## config.mk

```make
export PLATFORM = sky130hd
export DESIGN_NAME = regfile_write_arbiter
export DESIGN_NICKNAME = d
export VERILOG_FILES = /design/src/rtl/regfile_write_arbiter.sv
export SDC_FILE = /design/constraint.sdc
export NUM_CORES = 1
export LEC_CHECK = 0
export BUFFER_PORTS_ARGS = -buffer_cell sky130_fd_sc_hd__buf_2
export CAP_MARGIN = 25
export CELL_PAD_IN_SITES_DETAIL_PLACEMENT = 0
export CELL_PAD_IN_SITES_GLOBAL_PLACEMENT = 1
export CORE_ASPECT_RATIO = 1.4
export CORE_UTILIZATION = 50
export DETAILED_ROUTE_END_ITERATION = 8
export HOLD_SLACK_MARGIN = 0.05
export PLACE_DENSITY_LB_ADDON = 0.25
export SLEW_MARGIN = 20
export SYNTH_ARGS = -nofsm -noshare
export SYNTH_HDL_FRONTEND = slang
export SYNTH_SLANG_ARGS = --single-unit
```

## constraint.sdc

```tcl
create_clock -name clk -period 5.6 [get_ports clk]
set_clock_uncertainty 0.1 [all_clocks]
set_input_delay 0.28 -clock clk [delete_from_list [all_inputs] [get_ports clk]]
set_output_delay 0.28 -clock clk [all_outputs]
set_load 0.02 [all_outputs]
```

## src/rtl/regfile_write_arbiter.sv

```systemverilog
// rtl/regfile_write_arbiter.sv - shares the register-file write port between WB and a buffered multi-cycle unit
module regfile_write_arbiter #(
  parameter int DEPTH        = 4,
  parameter int DATA_W       = 32,
  parameter int STARVE_LIMIT = 8
) (
  input  logic              clk,
  input  logic              rst_n,
  input  logic              wb_valid,
  input  logic [4:0]        wb_reg,
  input  logic [DATA_W-1:0] wb_data,
  input  logic              mc_valid,
  input  logic [4:0]        mc_reg,
  input  logic [DATA_W-1:0] mc_data,
  output logic              mc_ready,
  output logic              rf_RegWrite,
  output logic [4:0]        rf_write_reg,
  output logic [DATA_W-1:0] rf_write_data,
  output logic [31:0]       pending_mask,
  output logic              pipe_stall
);

  localparam int PW = $clog2(DEPTH);
  localparam int CW = PW + 1;
  localparam int SW = $clog2(STARVE_LIMIT + 1);

  // Buffered secondary writes; live_q marks entries that still need to reach the register file
  logic [4:0]        ent_reg_q  [DEPTH];
  logic [DATA_W-1:0] ent_data_q [DEPTH];
  logic [DEPTH-1:0]  live_q, live_d;
  logic [PW-1:0]     wr_ptr_q, wr_ptr_d;
  logic [PW-1:0]     rd_ptr_q, rd_ptr_d;
  logic [CW-1:0]     count_q, count_d;

  logic [SW-1:0]     starve_q, starve_d;
  logic              stall_q, stall_d;

  logic              rf_we_q, rf_we_d;
  logic [4:0]        rf_reg_q, rf_reg_d;
  logic [DATA_W-1:0] rf_data_q, rf_data_d;

  logic fifo_empty;
  logic head_live;
  logic wb_req;
  logic wb_wins;
  logic push;
  logic pop;
  logic starve_inc;

  assign fifo_empty = (count_q == '0);
  assign head_live  = !fifo_empty && live_q[rd_ptr_q];
  // A write to r0 is a no-op, so WB treats it as an idle slot the FIFO may use
  assign wb_req     = wb_valid && (wb_reg != 5'd0);
  assign wb_wins    = !stall_q && wb_req;
  // Readiness looks only at the occupancy before the edge: a full FIFO refuses even if it drains now
  assign mc_ready   = rst_n && (count_q < CW'(DEPTH));
  // r0 writes are handshaken but never stored
  assign push       = mc_valid && mc_ready && (mc_reg != 5'd0);
  // The head leaves whenever the slot is not taken by WB (including forced stall cycles)
  assign pop        = !fifo_empty && !wb_wins;
  assign starve_inc = wb_wins && head_live;

  // Select what drives the write port next cycle; address/data hold when nothing is written
  always_comb begin
    rf_we_d   = 1'b0;
    rf_reg_d  = rf_reg_q;
    rf_data_d = rf_data_q;
    if (wb_wins) begin
      rf_we_d   = 1'b1;
      rf_reg_d  = wb_reg;
      rf_data_d = wb_data;
    end else if (pop && head_live) begin
      rf_we_d   = 1'b1;
      rf_reg_d  = ent_reg_q[rd_ptr_q];
      rf_data_d = ent_data_q[rd_ptr_q];
    end
  end

  // FIFO bookkeeping: squash older entries hit by a WB write, retire the head, then mark the new entry
  always_comb begin
    live_d = live_q;
    if (wb_wins) begin
      for (int i = 0; i < DEPTH; i++) begin
        if (ent_reg_q[i] == wb_reg) live_d[i] = 1'b0;
      end
    end
    if (pop)  live_d[rd_ptr_q] = 1'b0;
    if (push) live_d[wr_ptr_q] = 1'b1;
    wr_ptr_d = push ? wr_ptr_q + PW'(1) : wr_ptr_q;
    rd_ptr_d = pop  ? rd_ptr_q + PW'(1) : rd_ptr_q;
    count_d  = count_q + CW'(push) - CW'(pop);
  end

  // Count WB wins over a live head; on the limit, steal exactly one cycle for the FIFO
  always_comb begin
    starve_d = '0;
    stall_d  = 1'b0;
    if (starve_inc) begin
      if (starve_q >= SW'(STARVE_LIMIT - 1)) stall_d = 1'b1;
      else                                     starve_d = starve_q + SW'(1);
    end
  end

  // Registers that feed the hazard unit: one bit per register with a live buffered write
  always_comb begin
    pending_mask = '0;
    for (int i = 0; i < DEPTH; i++) begin
      if (live_q[i]) pending_mask[ent_reg_q[i]] = 1'b1;
    end
    pending_mask[0] = 1'b0;
  end

  // Control state and write-port registers
  always_ff @(posedge clk) begin
    if (!rst_n) begin
      live_q    <= '0;
      wr_ptr_q  <= '0;
      rd_ptr_q  <= '0;
      count_q   <= '0;
      starve_q  <= '0;
      stall_q   <= 1'b0;
      rf_we_q   <= 1'b0;
      rf_reg_q  <= '0;
      rf_data_q <= '0;
    end else begin
      live_q    <= live_d;
      wr_ptr_q  <= wr_ptr_d;
      rd_ptr_q  <= rd_ptr_d;
      count_q   <= count_d;
      starve_q  <= starve_d;
      stall_q   <= stall_d;
      rf_we_q   <= rf_we_d;
      rf_reg_q  <= rf_reg_d;
      rf_data_q <= rf_data_d;
    end
  end

  // Entry payload storage; contents are meaningless unless the matching live bit is set
  always_ff @(posedge clk) begin
    if (push) begin
      ent_reg_q[wr_ptr_q]  <= mc_reg;
      ent_data_q[wr_ptr_q] <= mc_data;
    end
  end

  assign rf_RegWrite   = rf_we_q;
  assign rf_write_reg  = rf_reg_q;
  assign rf_write_data = rf_data_q;
  assign pipe_stall    = stall_q;

endmodule

```

# Yosys cells after proc, flatten, opt, wreduce, memory -nomap -nowiden
# Memories as Yosys holds them, arrays and structs flattened. A register that Yosys moved wholly into a read port is not among the register bits.
# Index checks and enable logic that the tools add are counted.
dict set report word_totals {
  ramBits 148
  rom_bits 0
  register_bits 54
  n_memories 2
  out_inout_bits 72
  latch_bits 0
}
# name depth width rd rd_ports_with_merged_regs wr line_no
set mem_list {}
lappend mem_list {ent_data_q 4 32 1 1 1 29} ;# logic [DATA_W-1:0] ent_data_q [DEPTH];
lappend mem_list {ent_reg_q 4 5 5 1 1 28} ;# logic [4:0] ent_reg_q [DEPTH];
dict set report classes {
  n_mux 38
  reduce_logical 24
  n_mul 0
  n_bitwise 8
  shift 0
  n_eq_ne 4
  n_lt_le_gt_ge 14
  add_sub_neg 5
  div_mod_pow 0
}
# op n
set ops {}
lappend ops {{2-to-1 mux 32 bit} 6}
lappend ops {{bitwise OR 32 bit} 3}
lappend ops {{less-than comparator 5 x 6 -> 1 bit (second input constant)} 4}
lappend ops {{demux 1 bit (select 5 bit)} 4}
lappend ops {{== test 5 bit} 4}
lappend ops {{>= comparator 5 x 1 -> 1 bit (second input constant)} 4}
lappend ops {{2-to-1 mux 1 bit} 16}
lappend ops {{logical AND 1 bit} 15}
lappend ops {{2-to-1 mux 4 bit} 3}
lappend ops {{2-to-1 mux 5 bit} 2}
lappend ops {{nonzero test 5 bit} 2}
lappend ops {{2-to-1 mux 2 bit} 4}
lappend ops {{less-than comparator 2 x 3 -> 1 bit (second input constant)} 2}
lappend ops {{adder 2 x 1 -> 2 bit (second input constant)} 2}
lappend ops {{adder 4 x 1 -> 4 bit (second input constant)} 1}
lappend ops {{AND 4 bit} 1}
lappend ops {{demux 1 bit (select 2 bit)} 2}
lappend ops {{>= comparator 2 x 1 -> 1 bit (second input constant)} 2}
lappend ops {{>= comparator 4 x 3 -> 1 bit (second input constant)} 1}
lappend ops {{inverter 4 bit} 1}
lappend ops {{bitwise OR 4 bit} 1}
lappend ops {{adder 3 x 1 -> 3 bit} 1}
lappend ops {{logical NOT 1 bit} 3}
lappend ops {{logical NOT 3 bit} 1}
lappend ops {{7 further kinds} 8}

# Depth between registers and ports, before layout
# An unclocked memory read counts as a cell.
dict set report depth {
  word_depth 12
  mapped_depth 11
  depth_no_buf 9
}

# Least setup slack after synthesis
# Ideal clock, no wire load.
dict set report synth_path {
  path_kind {input port to flip-flop}
  from {input port mc_reg[0]}
  to {register count_q[1]}
  setup_ns 0.115
  setup_slack_ns 3.184
  stages 7
  t_required_ns 5.385
  t_arrival_ns 2.201
  path_buffers 0
  cell_sequence {or4_4 > o211a_4 > or3_4 > nand2_1 > ha_1 > fa_1 > and2_1}
}
dict set report synth_via {
  elab_chain_cells 4
}
# item line_no
set synth_lines {}
lappend synth_lines {{from (decl)} 13} ;# input logic [4:0] mc_reg,
lappend synth_lines {{nonzero test 5 bit} 58} ;# assign push = mc_valid && mc_ready && (mc_reg != 5'd0);
lappend synth_lines {{logical AND 1 bit} 58}
lappend synth_lines {{adder 3 x 1 -> 3 bit} 91} ;# count_d = count_q + CW'(push) - CW'(pop);
lappend synth_lines {{subtractor 3 x 1 -> 3 bit} 91}
lappend synth_lines {{via count_d[1]} 33} ;# logic [CW-1:0] count_q, count_d;
lappend synth_lines {{to (signal assigned)} 129} ;# count_q <= count_d;
lappend synth_lines {{to (decl)} 33}
# The timed path passes the listed nets, and every way through them passes these cells.
# A chain may end at the register's enable or synchronous reset.

# Worst setup path after layout
# Ends and elaborated chain as after synthesis.

==> run_results.csv <==
group,metric,value,unit
hold_path,hold_path_end,"rf_write_reg[3]",
routing,first_pass_iters,7,
logic_synthesis,syn_area_per_cell,13.9,um2
clock_network,ctsHoldBuffers,71,
place,dp_hpwl,15.6,mm
sta,finalCriticalPeriod,2.74,ns
clock_network,clockBufferDepth,3,
layout,largest_reg_flops,128,
clock_network,insertion_delay,0.49,ns
flow_run,drv_cap,0,
run_status,status,"finished, final reports clean",
logic_synthesis,yosysSeqAreaShare,60.4,%
global_route,use_met3,4.69,%
logic_synthesis,synth-edff-count,148,
logic_synthesis,synth_top_area_share,48.2,%
setup_path,worstReg2RegStart,"rd_ptr_q[0]",
layout,n_antenna_cell,0,
global_route,met1_usage,28.8,%
place,routabilityCongestion,0.942,
logic_synthesis,yosys.area.top_type,"edfxtp_1",
clock_network,cts-resized-gates,0,
routing,wire_per_inst,21.2,um
place,portBuffers,148,
logic_synthesis,async_flop_share,0,%
sta,max_freq,365,MHz
clock_network,cts_setup_buffers,0,
layout,regMostFlops,"ent_data_q",
logic_synthesis,yosys_warnings,0,
routing,vias,6531,
setup_path,cp_max_fo,8,
setup_path,crit_family,"simple AND/OR/NAND/NOR gates",
global_route,met2_usage,47.3,%
setup_path,cp-start-kind,"input port",
global_route,grt_pass1_vias,6872,
setup_path,critical_path_class,"input port to register",
power,power_leakage,0.00432,uW
sta,finalSetupViolCount,0,
clock_network,cts.clk_slew.worst_paths,0.06,ns
logic_synthesis,netlist_area,9220,um2
sta,max_slew_margin,39.1,%
global_route,grt-ovfl-total,0,
setup_path,cp-end-kind,"register",
logic_synthesis,yosysUniqueCellTypes,50,
global_route,track_usage,25.9,%
sta,setup_slack,2.86,ns
clock_network,cts_tree,"yes",
routing,via_per_inst,5.82,
floorplan,die_area,19000,um2
power,max-vdd-ir-drop,303,uV
logic_synthesis,yosysMostFrequentCell,"edfxtp_1",
sta,worstMarginPinSlew,0.911,ns
setup_path,ff2ff_path_depth,5,
sta,final-hold-violation-count,0,
logic_synthesis,synth_ff_type,"edfxtp_1",
sta,fin_crit_sh,48.9,%
routing,drt_iter0_drc,527,
place,dp_slack,2.94,ns
floorplan,die_x,117,um
routing,drt-total-wl,23.8,mm
layout,drive_above_1_share,31.4,%
global_route,grt_max_degree,38,
clock_network,htree_levels,1,
hold_path,min_from,"rst_n",
setup_path,arrival,3.02,ns
setup_path,crit_path_top_delay_cell,"dlygate4sd3_1",
logic_synthesis,synthCells,661,
routing,drc,0,
floorplan,core,18000,um2
clock_network,ctsRootBufferMaster,"clkbuf_16",
clock_network,clkSinkCount,204,
routing,postRouteAntennaNets,0,
clock_network,cts_inserted_buffers,20,
power,totalPowerFinal,3920,uW
setup_path,reg2reg_slack,3.12,ns
logic_synthesis,synth_commonest_cells,"edfxtp_1 (148), inv_1 (70), dfxtp_1 (56)",
setup_path,timing.critical_path.buf_inv,2,
layout,final_nets,957,
global_route,grt.busiest_layer,"met2",
setup_path,cp_cell_sequence,"dlygate4sd3_1, buf_2, or4_4, o211a_4, or3_4, nand2_1, ha_1, fa_1, and2_1",
floorplan,ioPinCount,150,
setup_path,rr_endpoint,"rf_write_data[4]",
floorplan,fp-row-count,58,
setup_path,cp_data_required_time,5.88,ns
sta,rsz0062_at_grt,"no",
layout,area_growth,26.0,%
hold_path,hp-class,"input port to register",
setup_path,cpPeakStageDelay,0.55,ns
global_route,antenna_found_initial,0,
sta,fin_tns_setup,0,ns
global_route,grt_pass1_wl,36.6,mm
logic_synthesis,syn_nets,750,
layout,nFillCells,1372,
sta,slew_viol_final,0,
power,power_density,337,nW/um2
hold_path,holdPathStages,3,
logic_synthesis,synth_area_leaders,"edfxtp_1 (48%), dfxtp_1 (12%), mux4_2 (9.3%)",
floorplan,initial_core_util,51.2,%
floorplan,dieHeight,163,um
logic_synthesis,synth_seq_cells,204,
[worst min-delay path: cells and delay by family]
kind | cells | cell delay (ns)
compound gates | 2 | 0.14
buf+inv | 1 | 0.20
[power breakdown]
part / leakage (uW) / internal [uW] / switching (uW)
Combinational: 0.00220 / 358 / 436
Clock: 0.000323 / 807 / 525
Sequential: 0.00180 / 1720 / 70.9
[layout by cell type, fill, tap and decap left out, drive strengths merged, types with 13 or more instances in the layout]
| master | count |
|---|---|
| clkbuf | 30 |
| nor2 | 16 |
| inv | 71 |
| o221ai | 45 |
| nand2 | 49 |
| dfxtp | 56 |
| a22oi | 13 |
| edfxtp | 148 |
| o22ai | 18 |
| buf | 159 |
| mux4 | 38 |
| dlygate4sd3 | 71 |
| a221o | 18 |
[final cells by class]
type	count	area, um2	share of cell area, %
inverter	71	267	2.30
sequential	204	5570	47.9
tap	240	300	2.59
multi-input combinational	341	3190	27.5
clock inverter	6	78.8	0.679
timing repair buffer	230	1630	14.1
clock buffer	30	579	4.99
[worst max-delay path by stage]
stage                                from               end  slack (ns)  cells past startpoint
after floorplan                 mc_reg[0]        count_q[1]        3.18                      7
after global placement          wb_reg[0]  rf_write_data[4]        2.86                      5
after detailed placement        mc_reg[0]        count_q[1]        2.94                      8
after CTS                       mc_reg[0]        count_q[1]        2.88                      9
after global routing      ent_reg_q[0][0]   pending_mask[5]        2.78                      5
final                           mc_reg[0]        count_q[1]        2.86                      9
[routing by layer]
metal | share of wire, % | wire length [um]
met1 | 37 | 8800
met2 | 53 | 12500
met3 | 6.3 | 1490
met4 | 4.0 | 952
met5 | 0 | 0
[through the flow]
step                      instances  hold slack (ns)  area [um2]  util [%]
after floorplan                 661            0.279        9220         -
after global placement         1009            0.336       10100      56.1
after detailed placement       1015            0.365       10200      56.9
after CTS                      1122           0.0549       11600      64.5
after global routing           1122           0.0879       11600      64.5
final                          1122           0.0813       11600      64.5
[cells by family (layout without fill, tap and decap cells)]
family	count (synthesis)	after routing	share of synthesized area [%]
other cells	1	1	0.0407
simple gates	145	145	8.61
mux	39	39	9.39
fa+ha+maj	11	11	1.57
buf+inv	116	337	5.16
compound gates	121	121	12.6
xor+xnor	24	24	2.28
flops	204	204	60.4
No activity file was read; power rests on OpenSTA's default activity.
